## src/rtl/parity_seq_ctrl.sv

```systemverilog
// parity_seq_ctrl: serial parity generator.
// A WIDTH-bit word is accepted over a valid/ready handshake, folded one bit
// per clock into a single XOR accumulator, and offered downstream together
// with its parity bit. The downstream side is also valid/ready, and the next
// word can be loaded on the same edge that retires the current result.
// Optional build macro PARITY_CHECK_EN adds a received-parity input. It also
// adds a mismatch flag and a saturating mismatch counter.
module parity_seq_ctrl #(
    parameter int WIDTH = 16,
    parameter bit ODD   = 1'b0,
    parameter int CNT_W = $clog2(WIDTH)
) (
    input  logic             clk,
    input  logic             rst_n,
    input  logic             in_valid,
    output logic             in_ready,
    input  logic [WIDTH-1:0] in_data,
`ifdef PARITY_CHECK_EN
    input  logic             in_parity,
    output logic             out_err,
    output logic [7:0]       err_cnt,
`endif
    output logic             out_valid,
    input  logic             out_ready,
    output logic [WIDTH-1:0] out_data,
    output logic             out_parity,
    output logic             busy
);

    typedef enum logic [1:0] {IDLE, SHIFT, DONE} state_t;

    localparam logic [CNT_W-1:0] CNT_LAST = CNT_W'(WIDTH - 1);

    state_t           state;
    state_t           state_nxt;
    logic [CNT_W-1:0] cnt;
    logic             acc;
    logic [WIDTH-1:0] shreg;
    logic             load;
    logic             last_bit;

    // State register.
    always_ff @(posedge clk) begin
        if (!rst_n) state <= IDLE;
        else        state <= state_nxt;
    end

    // Next-state decode, intake handshake and shift control.
    always_comb begin
        state_nxt = state;
        in_ready  = 1'b0;
        load      = 1'b0;
        last_bit  = 1'b0;
        case (state)
            IDLE: begin
                in_ready = 1'b1;
                if (in_valid) begin
                    load      = 1'b1;
                    state_nxt = SHIFT;
                end
            end
            SHIFT: begin
                if (cnt == CNT_LAST) begin
                    last_bit  = 1'b1;
                    state_nxt = DONE;
                end
            end
            DONE: begin
                // A new word is only taken when the current result leaves.
                in_ready = out_ready;
                if (out_ready) begin
                    if (in_valid) begin
                        load      = 1'b1;
                        state_nxt = SHIFT;
                    end else begin
                        state_nxt = IDLE;
                    end
                end
            end
            default: state_nxt = IDLE;
        endcase
    end

    // Shift register, bit counter and XOR accumulator.
    always_ff @(posedge clk) begin
        if (!rst_n) begin
            cnt   <= '0;
            acc   <= 1'b0;
            shreg <= '0;
        end else if (load) begin
            cnt   <= '0;
            acc   <= 1'b0;
            shreg <= in_data;
        end else if (state == SHIFT) begin
            acc   <= acc ^ shreg[0];
            shreg <= shreg >> 1;
            // Hold at the last index instead of wrapping.
            if (!last_bit) cnt <= cnt + CNT_W'(1);
        end
    end

    // Registered result outputs; parity is captured as the last bit folds in.
    always_ff @(posedge clk) begin
        if (!rst_n) begin
            out_valid  <= 1'b0;
            busy       <= 1'b0;
            out_data   <= '0;
            out_parity <= ODD;
        end else begin
            out_valid <= (state_nxt == DONE);
            busy      <= (state_nxt != IDLE);
            if (load)     out_data   <= in_data;
            if (last_bit) out_parity <= acc ^ shreg[0] ^ ODD;
        end
    end

`ifdef PARITY_CHECK_EN
    logic par_cap;

    // Received-parity compare and saturating mismatch count.
    always_ff @(posedge clk) begin
        if (!rst_n) begin
            par_cap <= 1'b0;
            out_err <= 1'b0;
            err_cnt <= 8'h00;
        end else begin
            if (load) par_cap <= in_parity;
            if (last_bit)                    out_err <= ((acc ^ shreg[0] ^ ODD) != par_cap);
            else if (out_valid && out_ready) out_err <= 1'b0;
            if (out_valid && out_ready && out_err && (err_cnt != 8'hFF))
                err_cnt <= err_cnt + 8'h01;
        end
    end
`endif

endmodule
```

## config.mk

```make
export PLATFORM = sky130hd
export DESIGN_NAME = parity_seq_ctrl
export DESIGN_NICKNAME = d
export VERILOG_FILES = /design/src/rtl/parity_seq_ctrl.sv
export SDC_FILE = /design/constraint.sdc
export NUM_CORES = 1
export LEC_CHECK = 0
export ABC_AREA = 1
export CORE_MARGIN = 3
export CORE_UTILIZATION = 40
export CTS_BUF_LIST = sky130_fd_sc_hd__clkbuf_2 sky130_fd_sc_hd__clkbuf_4 sky130_fd_sc_hd__clkbuf_8
export DETAILED_ROUTE_END_ITERATION = 7
export GPL_TIMING_DRIVEN = 0
export PLACE_DENSITY = 0.8
export SLEW_MARGIN = 20
export SYNTH_ARGS = -nofsm -noshare
export SYNTH_HDL_FRONTEND = slang
export SYNTH_SLANG_ARGS = --single-unit
```

## constraint.sdc

```tcl
create_clock -name clk -period 1.2 [get_ports clk]
set_input_delay 0.18 -clock clk [delete_from_list [all_inputs] [get_ports clk]]
set_output_delay 0.18 -clock clk [all_outputs]
set_load 0.1 [all_outputs]
```

==> run summary, run 1 <==
RUN STATUS
----------------------------------------------------------------------------------------
Violations in the final reports                                             negative setup slack
Status                                                                      finished, violations left

SETUP PATH
----------------------------------------------------------------------------------------
CP max-delay cell                                                           sky130_fd_sc_hd__dfxtp_4
Critical path class                                                           reg -> reg
Cells along the critical path                                               inv_8, nor2_4, buf_6, nand2_1, nand2_1, nand2_1, inv_1, nor2_1
Critical path endpoint category                                                     flop
Most frequent CP cell                                                       sky130_fd_sc_hd__nand2_1
CP max FO                                                                              7
R2R setup slack                                                                  -110 ps
Data required time at the worst endpoint                                         1400 ps
Largest stage delay on the critical path                                          410 ps
Critical Path Source Type                                                           flop
Crit path arrival time                                                           1510 ps

ROUTING
----------------------------------------------------------------------------------------
First DRT Iteration DRCs                                                             111
Number of vias per cell after detailed routing                                     5.269
Routed via count                                                                    2039
Residual DRC count                                                                     0
Number of detailed-routing iterations run before antenna repair                        4
Wire length per cell                                                            14.65 µm
Post-route antenna net violation count                                                 0
Wire length after detailed routing                                               5669 µm

PLACE
----------------------------------------------------------------------------------------
Minimum setup slack after placement                                             -1107 ps
Total half-perimeter wirelength after legalization and detailed placement        3216 µm
Final weighted congestion of routability-driven global placement                  0.7942
Number of input and output port buffers inserted                                      37

FLOORPLANNING
----------------------------------------------------------------------------------------
Width of the chip                                                               74.59 µm
Full die area                                                               0.005564 mm²
Std-Cell Rows                                                                         24
Top-level I/O count                                                                   40
Effective utilization at floorplan                                                42.34%
Die height                                                                      74.59 µm
Floorplan core area                                                         0.004444 mm²

LOGIC SYNTHESIS
----------------------------------------------------------------------------------------
Distinct cell type count of the synthesized netlist                                   24
Mean area per synthesized cell                                                 6.818 µm²
Total of warnings raised by yosys                                                      0
Complex-gate fraction of the synthesized area                                     6.649%
Gate Count Post-Synth                                                                276
Multiplexer fraction of the synthesized cell area                                     0%
Synthesized net count                                                                297
Dominant combinational cell family by area after synthesis                  simple AND/OR/NAND/NOR gates
Fraction of synthesized cell area in xor and xnor cells                          0.4654%
Adder and majority cell fraction of the synthesized area                         0.6649%
Post-synthesis register bit count                                                     42
Total standard cell area after synthesis                                    0.001882 mm²
Sequential element share of the synthesized area                                  44.68%
Area share of and/or/nand/nor cells after synthesis                               35.37%

TIMING
----------------------------------------------------------------------------------------
Shortest clock period the worst path allows after layout                         1308 ps
Max Clock Skew                                                                  5.926 ps
Rel. slew slack                                                                   68.90%
Maximum clock frequency                                                        764.6 MHz
Setup TNS Final                                                                -768.5 ps
Final Setup Violations                                                                31
Final setup slack of the worst path                                            -108.0 ps
Number of hold-slack violations in the final timing report                             0
Fraction of the cycle the final worst path needs                                  109.0%
Worst-Margin Slew                                                               466.5 ps
Final Hold Slack                                                                242.4 ps
Fin. max-slew vios                                                                     0
RSZ-0062 raised after global routing                                                true

CLOCK TREE
----------------------------------------------------------------------------------------
Largest buffer count on any clock path                                                 2
Clk Latency, worst-skew pair                                                      300 ps
Number of clock buffers inserted by TritonCTS                                          5
Clock tree from TritonCTS                                                            yes
H-tree depth                                                                           2
Clock-pin slew of the registers on the worst-case setup and hold paths             80 ps
Root Driver                                                                 sky130_fd_sc_hd__clkbuf_8
Number of sinks on the clock net                                                      42

GRT
----------------------------------------------------------------------------------------
Vias in the first global route                                                      1709
Global-route wire length before repair                                           7762 µm
Pin count of the biggest net entering global routing                                  13
Total global routing overflow                                                          0
Total global routing track utilization                                            18.28%
Initial antenna violation count                                                        0

PWR
----------------------------------------------------------------------------------------
Power per unit of standard cell area                                         1327 mW/mm²
Part of the total power dissipated in the clock network                            30.6%
Sw power                                                                        1.240 mW
Largest voltage drop on the vdd net                                           0.001023 V
Sw Ratio                                                                          32.84%
Combinational power share                                                          28.4%
Pwr Total                                                                       3.776 mW
Relative contribution of sequential cells to total power                           41.0%
Leakage power total                                                             1.376 nW
Cell Int Power                                                                  2.536 mW

LAYOUT
----------------------------------------------------------------------------------------
Number of fillers in the final layout                                                327
Layout Utilization                                                                64.02%
Area growth syn-to-layout                                                         51.20%
Share of final-layout standard cells stronger than drive strength 1               35.22%
N_diodes                                                                               0
Number of nets in the final layout                                                   356

RUN
----------------------------------------------------------------------------------------
Maximum Capacitance Violations                                                         0

WORST HOLD PATH
----------------------------------------------------------------------------------------
Class of the tightest hold or removal check                                    in -> reg

-- placed cells by master (no fill, tap or decap), types with 2 or more instances in the layout --
cell type / netlist / final
sky130_fd_sc_hd__nand2_2: 3 / 16
sky130_fd_sc_hd__dfxtp_4: 0 / 2
sky130_fd_sc_hd__nor2_4: 1 / 3
sky130_fd_sc_hd__clkbuf_8: 0 / 6
sky130_fd_sc_hd__nand3_1: 16 / 14
sky130_fd_sc_hd__a21oi_1: 21 / 13
sky130_fd_sc_hd__inv_4: 0 / 2
sky130_fd_sc_hd__a21oi_2: 0 / 8
sky130_fd_sc_hd__dfxtp_1: 42 / 22
sky130_fd_sc_hd__buf_8: 0 / 2
sky130_fd_sc_hd__nand4_1: 17 / 17
sky130_fd_sc_hd__clkbuf_16: 0 / 3
sky130_fd_sc_hd__buf_4: 2 / 29
sky130_fd_sc_hd__nand2_1: 89 / 67
sky130_fd_sc_hd__inv_1: 38 / 35
sky130_fd_sc_hd__dfxtp_2: 0 / 18
sky130_fd_sc_hd__o21ai_1: 1 / 2
sky130_fd_sc_hd__o21ai_0: 3 / 2
sky130_fd_sc_hd__nand3_4: 0 / 2
sky130_fd_sc_hd__nor2_1: 23 / 21
sky130_fd_sc_hd__buf_2: 9 / 3
sky130_fd_sc_hd__nand2_4: 0 / 8
sky130_fd_sc_hd__buf_6: 1 / 7
sky130_fd_sc_hd__buf_12: 0 / 2
sky130_fd_sc_hd__clkdlybuf4s50_1: 0 / 16
-- logic make-up after synthesis --
logic type,after synthesis
adders and majority gates,1
AOI/OAI and AO/OA,25
buffers and inverters,54
DFF,42
and+or+nand+nor,153
xor gates and xnor gates,1
-- per-stage QoR --
| stage | instances | instance area, µm² |
|---|---|---|
| 6_report | 387 | 2845 |
| 5_1_grt | 387 | 2845 |
| 4_1_cts | 381 | 2549 |
| 3_5_place_dp | 365 | 2351 |
| 3_3_place_gp | 365 | 2351 |
| 2_1_floorplan | 276 | 1916 |
-- registers in the layout, summed over array words and instances, names as in the netlist --
| signal | cells |
|---|---|
| shreg | 16 |
| acc | 1 |
| state | 2 |
| out_valid | 1 |
| out_data | 16 |
| out_parity | 1 |
| busy | 1 |
| cnt | 4 |
-- cell usage after synthesis --
cell type	count	area, µm²
sky130_fd_sc_hd__o21ai_0	3	15.01
sky130_fd_sc_hd__o21ai_1	1	5.000
sky130_fd_sc_hd__nand2_1	89	334.1
sky130_fd_sc_hd__a21oi_1	21	105.1
sky130_fd_sc_hd__buf_6	1	11.26
sky130_fd_sc_hd__nand4_1	17	106.4
sky130_fd_sc_hd__nor2_4	1	11.26
sky130_fd_sc_hd__xnor2_1	1	8.760
sky130_fd_sc_hd__inv_2	1	3.750
sky130_fd_sc_hd__buf_4	2	15.01
sky130_fd_sc_hd__ha_1	1	12.51
sky130_fd_sc_hd__nand3_2	1	10.01
sky130_fd_sc_hd__clkbuf_1	1	3.750
sky130_fd_sc_hd__nand2_2	3	18.77
sky130_fd_sc_hd__buf_2	9	45.04
sky130_fd_sc_hd__nand3b_1	1	7.510
sky130_fd_sc_hd__or2_0	1	6.260
sky130_fd_sc_hd__nand3_1	16	80.08
sky130_fd_sc_hd__buf_1	1	3.750
sky130_fd_sc_hd__dfxtp_1	42	840.8
sky130_fd_sc_hd__inv_1	38	142.6
sky130_fd_sc_hd__nor3_1	1	5.000
sky130_fd_sc_hd__nor2_1	23	86.33
sky130_fd_sc_hd__clkinv_1	1	3.750
-- per-layer routing --
layer	track usage (%)	share of wire (%)
met5	0	0
met2	30.15	50
met1	23.64	41
met3	4.189	6.8
met4	5.929	1.7
-- critical path, delay by kind of cell, from the launching register on --
kind / cells / cell delay [ps]
buffers and inverters: 3 / 290
flip-flops: 1 / 410
AND/OR/NAND/NOR: 5 / 520
-- cell type report --
type                    count  area (µm²)  share of cell area [%]
inverters                  40       162.7                   5.717
multi-input cells         180       993.5                   34.92
plain buffers              14       121.4                   4.266
clock inverters             1       30.03                   1.055
repair buffers             52       519.2                   18.25
flip-flops and latches     42       870.8                   30.61
clock buffers               6       82.58                   2.902
well taps                  52       65.06                   2.287
-- worst paths after layout --
kind                              startpoint           end  cells after the start
worst max register to register      state[0]      shreg[9]                      8
worst min register to register  out_data[15]  out_data[15]                      2
worst max-delay path                state[0]      shreg[9]                      8
worst min-delay path                   rst_n      shreg[3]                      3
-- power groups by stage --
stage	clock [mW]	combinational [mW]	sequential, mW
floorplan	0	0.387	1.82
global placement	0	0.846	1.56
detailed placement	0	0.856	1.56
CTS	1.16	0.901	1.53
global route	1.20	1.14	1.56
finish	1.15	1.07	1.55
-- timing repair --
item,CTS,global route
resized for setup,143,61
pin swaps,5,8
hold buffers,0,0
gates cloned,0,4
buffers inserted,9,2
endpoints found under the setup margin,61,41
Note: power is estimated with default switching activity, not from simulation.
==> inputs of run 2 (changes only) <==
TNS_END_PERCENT = 5   (was not set)
==> run 2 against run 1 <==
  * The run still ends with negative setup slack left
  * Sequential share of layout area rose by 2.1 points
  * Register-to-register slack improved by 80 ps
  * Critical path depth fell by 4
  * Hold slack got worse by 30 ps
  * Global-route usage rose by 0.81 points
==> run summary, run 2 (same netlist as run 1, synthesis figures left out) <==
PWR
----------------------------------------------------------------------------------------
Part of the total power dissipated in the clock network                            31.3%
Largest voltage drop on the vdd net                                          0.0009275 V
Cell Int Power                                                                  2.471 mW
Relative contribution of sequential cells to total power                           42.2%
Combinational power share                                                          26.5%
Pwr Total                                                                       3.625 mW
Sw power                                                                        1.155 mW
Power per unit of standard cell area                                         1392 mW/mm²
Sw Ratio                                                                          31.85%
Leakage power total                                                             1.277 nW

RUN STATUS
----------------------------------------------------------------------------------------
Violations in the final reports                                             negative setup slack
Status                                                                      finished, violations left

SETUP PATH
----------------------------------------------------------------------------------------
Critical Path Source Type                                                           flop
Critical path class                                                           reg -> out
Crit path arrival time                                                           1090 ps
Critical path endpoint category                                              output port
Data required time at the worst endpoint                                         1020 ps
Startpoint of the worst setup timing path                                       state[1]
Reg-to-reg startpoint                                                           state[1]
CP max FO                                                                              3

ROUTING
----------------------------------------------------------------------------------------
Residual DRC count                                                                     0
Number of vias per cell after detailed routing                                     5.068
Number of detailed-routing iterations run before antenna repair                        4
Wire length per cell                                                            13.23 µm
Wire length after detailed routing                                               5082 µm
First DRT Iteration DRCs                                                              81
Post-route antenna net violation count                                                 0
Routed via count                                                                    1946

LAYOUT
----------------------------------------------------------------------------------------
Layout Utilization                                                                58.59%
Fin area                                                                    0.002604 mm²
Number of nets in the final layout                                                   352
Area growth syn-to-layout                                                         38.36%
Commonest non-fill, non-tap cell in the layout                              sky130_fd_sc_hd__nand2_1
Leading registers by flop count                                             out_data: 16 flops, shreg: 16 flops, cnt: 4 flops
Number of standard cells in the layout, taps in and fillers out                      384
N_diodes                                                                               0
Top library cells by usage in the layout, fill and taps aside               82 x sky130_fd_sc_hd__nand2_1, 38 x sky130_fd_sc_hd__dfxtp_1, 35 x sky130_fd_sc_hd__inv_1
Share of final-layout standard cells stronger than drive strength 1               24.10%

TIMING
----------------------------------------------------------------------------------------
RSZ-0062 raised after global routing                                                true
Setup TNS Final                                                                -120.6 ps
Fin. max-slew vios                                                                     0
Final Setup Violations                                                                 6
Maximum clock frequency                                                        788.4 MHz
Shortest clock period the worst path allows after layout                         1268 ps
Final Hold Slack                                                                212.8 ps
Max Clock Skew                                                                  5.688 ps
Final setup slack of the worst path                                            -68.38 ps
Rel. slew slack                                                                   67.22%
Worst-Margin Slew                                                               491.8 ps
Number of hold-slack violations in the final timing report                             0
Fraction of the cycle the final worst path needs                                  105.7%

CLOCK TREE
----------------------------------------------------------------------------------------
Number of clock buffers inserted by TritonCTS                                          5
Largest buffer count on any clock path                                                 2
Clock-pin slew of the registers on the worst-case setup and hold paths             80 ps
Number of hold buffers added after cts                                                 0
H-tree depth                                                                           2
Root Driver                                                                 sky130_fd_sc_hd__clkbuf_8
Clock tree from TritonCTS                                                            yes
Clk Latency, worst-skew pair                                                      290 ps
Number of sinks on the clock net                                                      42

GRT
----------------------------------------------------------------------------------------
Total global routing track utilization                                            19.09%
Vias in the first global route                                                      1838
M1 GR Usage                                                                       22.84%
Pin count of the biggest net entering global routing                                  13
Total global routing overflow                                                          0
Met2 global-route usage                                                           31.12%
Global-route wire length before repair                                           8024 µm
Met3 demand-to-capacity share in global routing                                   3.108%
Most used routing layer                                                             met2
Initial antenna violation count                                                        0

WORST HOLD PATH
----------------------------------------------------------------------------------------
Min-delay src                                                                      rst_n
Class of the tightest hold or removal check                                    in -> reg

FLOORPLANNING
----------------------------------------------------------------------------------------
Effective utilization at floorplan                                                42.34%
Top-level I/O count                                                                   40
Floorplan core area                                                         0.004444 mm²
Full die area                                                               0.005564 mm²
Std-Cell Rows                                                                         24
Die height                                                                      74.59 µm
Width of the chip                                                               74.59 µm

PLACE
----------------------------------------------------------------------------------------
Number of input and output port buffers inserted                                      37
Post-DP Area                                                                0.002331 mm²
Total half-perimeter wirelength after legalization and detailed placement        3258 µm
Placed cell count                                                                    365
Final weighted congestion of routability-driven global placement                  0.8068
Minimum setup slack after placement                                             -1120 ps

RUN
----------------------------------------------------------------------------------------
Maximum Capacitance Violations                                                         0

[run 2: cell count changes in the layout (fill, tap and decap cells not counted), moves of 3 or more]
cell                        before  now
sky130_fd_sc_hd__a21oi_1        13   16
sky130_fd_sc_hd__a21oi_2         8    5
sky130_fd_sc_hd__clkbuf_16       3    0
sky130_fd_sc_hd__dfxtp_1        22   38
sky130_fd_sc_hd__dfxtp_2        18    2
sky130_fd_sc_hd__nand2_1        67   82
sky130_fd_sc_hd__nand2_2        16    9
sky130_fd_sc_hd__nand2_4         8    1
[run 2: final cells by class]
type | count | area (µm²)
Buffer | 14 | 116.4
Clock buffer | 7 | 83.83
Clock inverter | 1 | 30.03
Fill cell | 391 | 1841
Inverter | 40 | 157.7
Multi-Input combinational cell | 180 | 880.8
Sequential cell | 42 | 850.8
Tap cell | 52 | 65.06
Timing Repair Buffer | 48 | 419.2
[run 2: path summary, 6_finish.rpt]
path	end	slack (ps)	cells after the start
max	in_ready	-70	4
min	shreg[0]	210	3
max reg2reg	shreg[2]	-30	9
min reg2reg	out_data[15]	450	2
[run 2: power groups by stage]
stage	Sequential [mW]	Clock [mW]	Combinational, mW
5_1_grt	1.54	1.21	1.04
6_report	1.53	1.13	0.960
3_3_place_gp	1.56	0	0.846
2_1_floorplan	1.81	0	0.387
4_1_cts	1.53	1.15	0.891
3_5_place_dp	1.56	0	0.857
[run 2: critical path, cell delays in order, from the launching register on]
cell and delay, ps:
sky130_fd_sc_hd__dfxtp_4 370, sky130_fd_sc_hd__nand2_4 80, sky130_fd_sc_hd__inv_4 40, sky130_fd_sc_hd__nor2_4 120, sky130_fd_sc_hd__buf_12 180
[run 2: what timing repair did]
action                     4_1_cts  5_1_grt
setup endpoints to repair       59       42
pin swaps                        3        6
setup buffers                    6        2
gates cloned                     1        2
gates resized for setup        139       29
[run 2: per-layer routing]
layer	part of all wire (%)	vias up	wire length [µm]
met5	0	-	0
met4	3.7	0	187
met3	5.9	17	300
met2	48	73	2417
met1	43	885	2176
li1	-	971	-
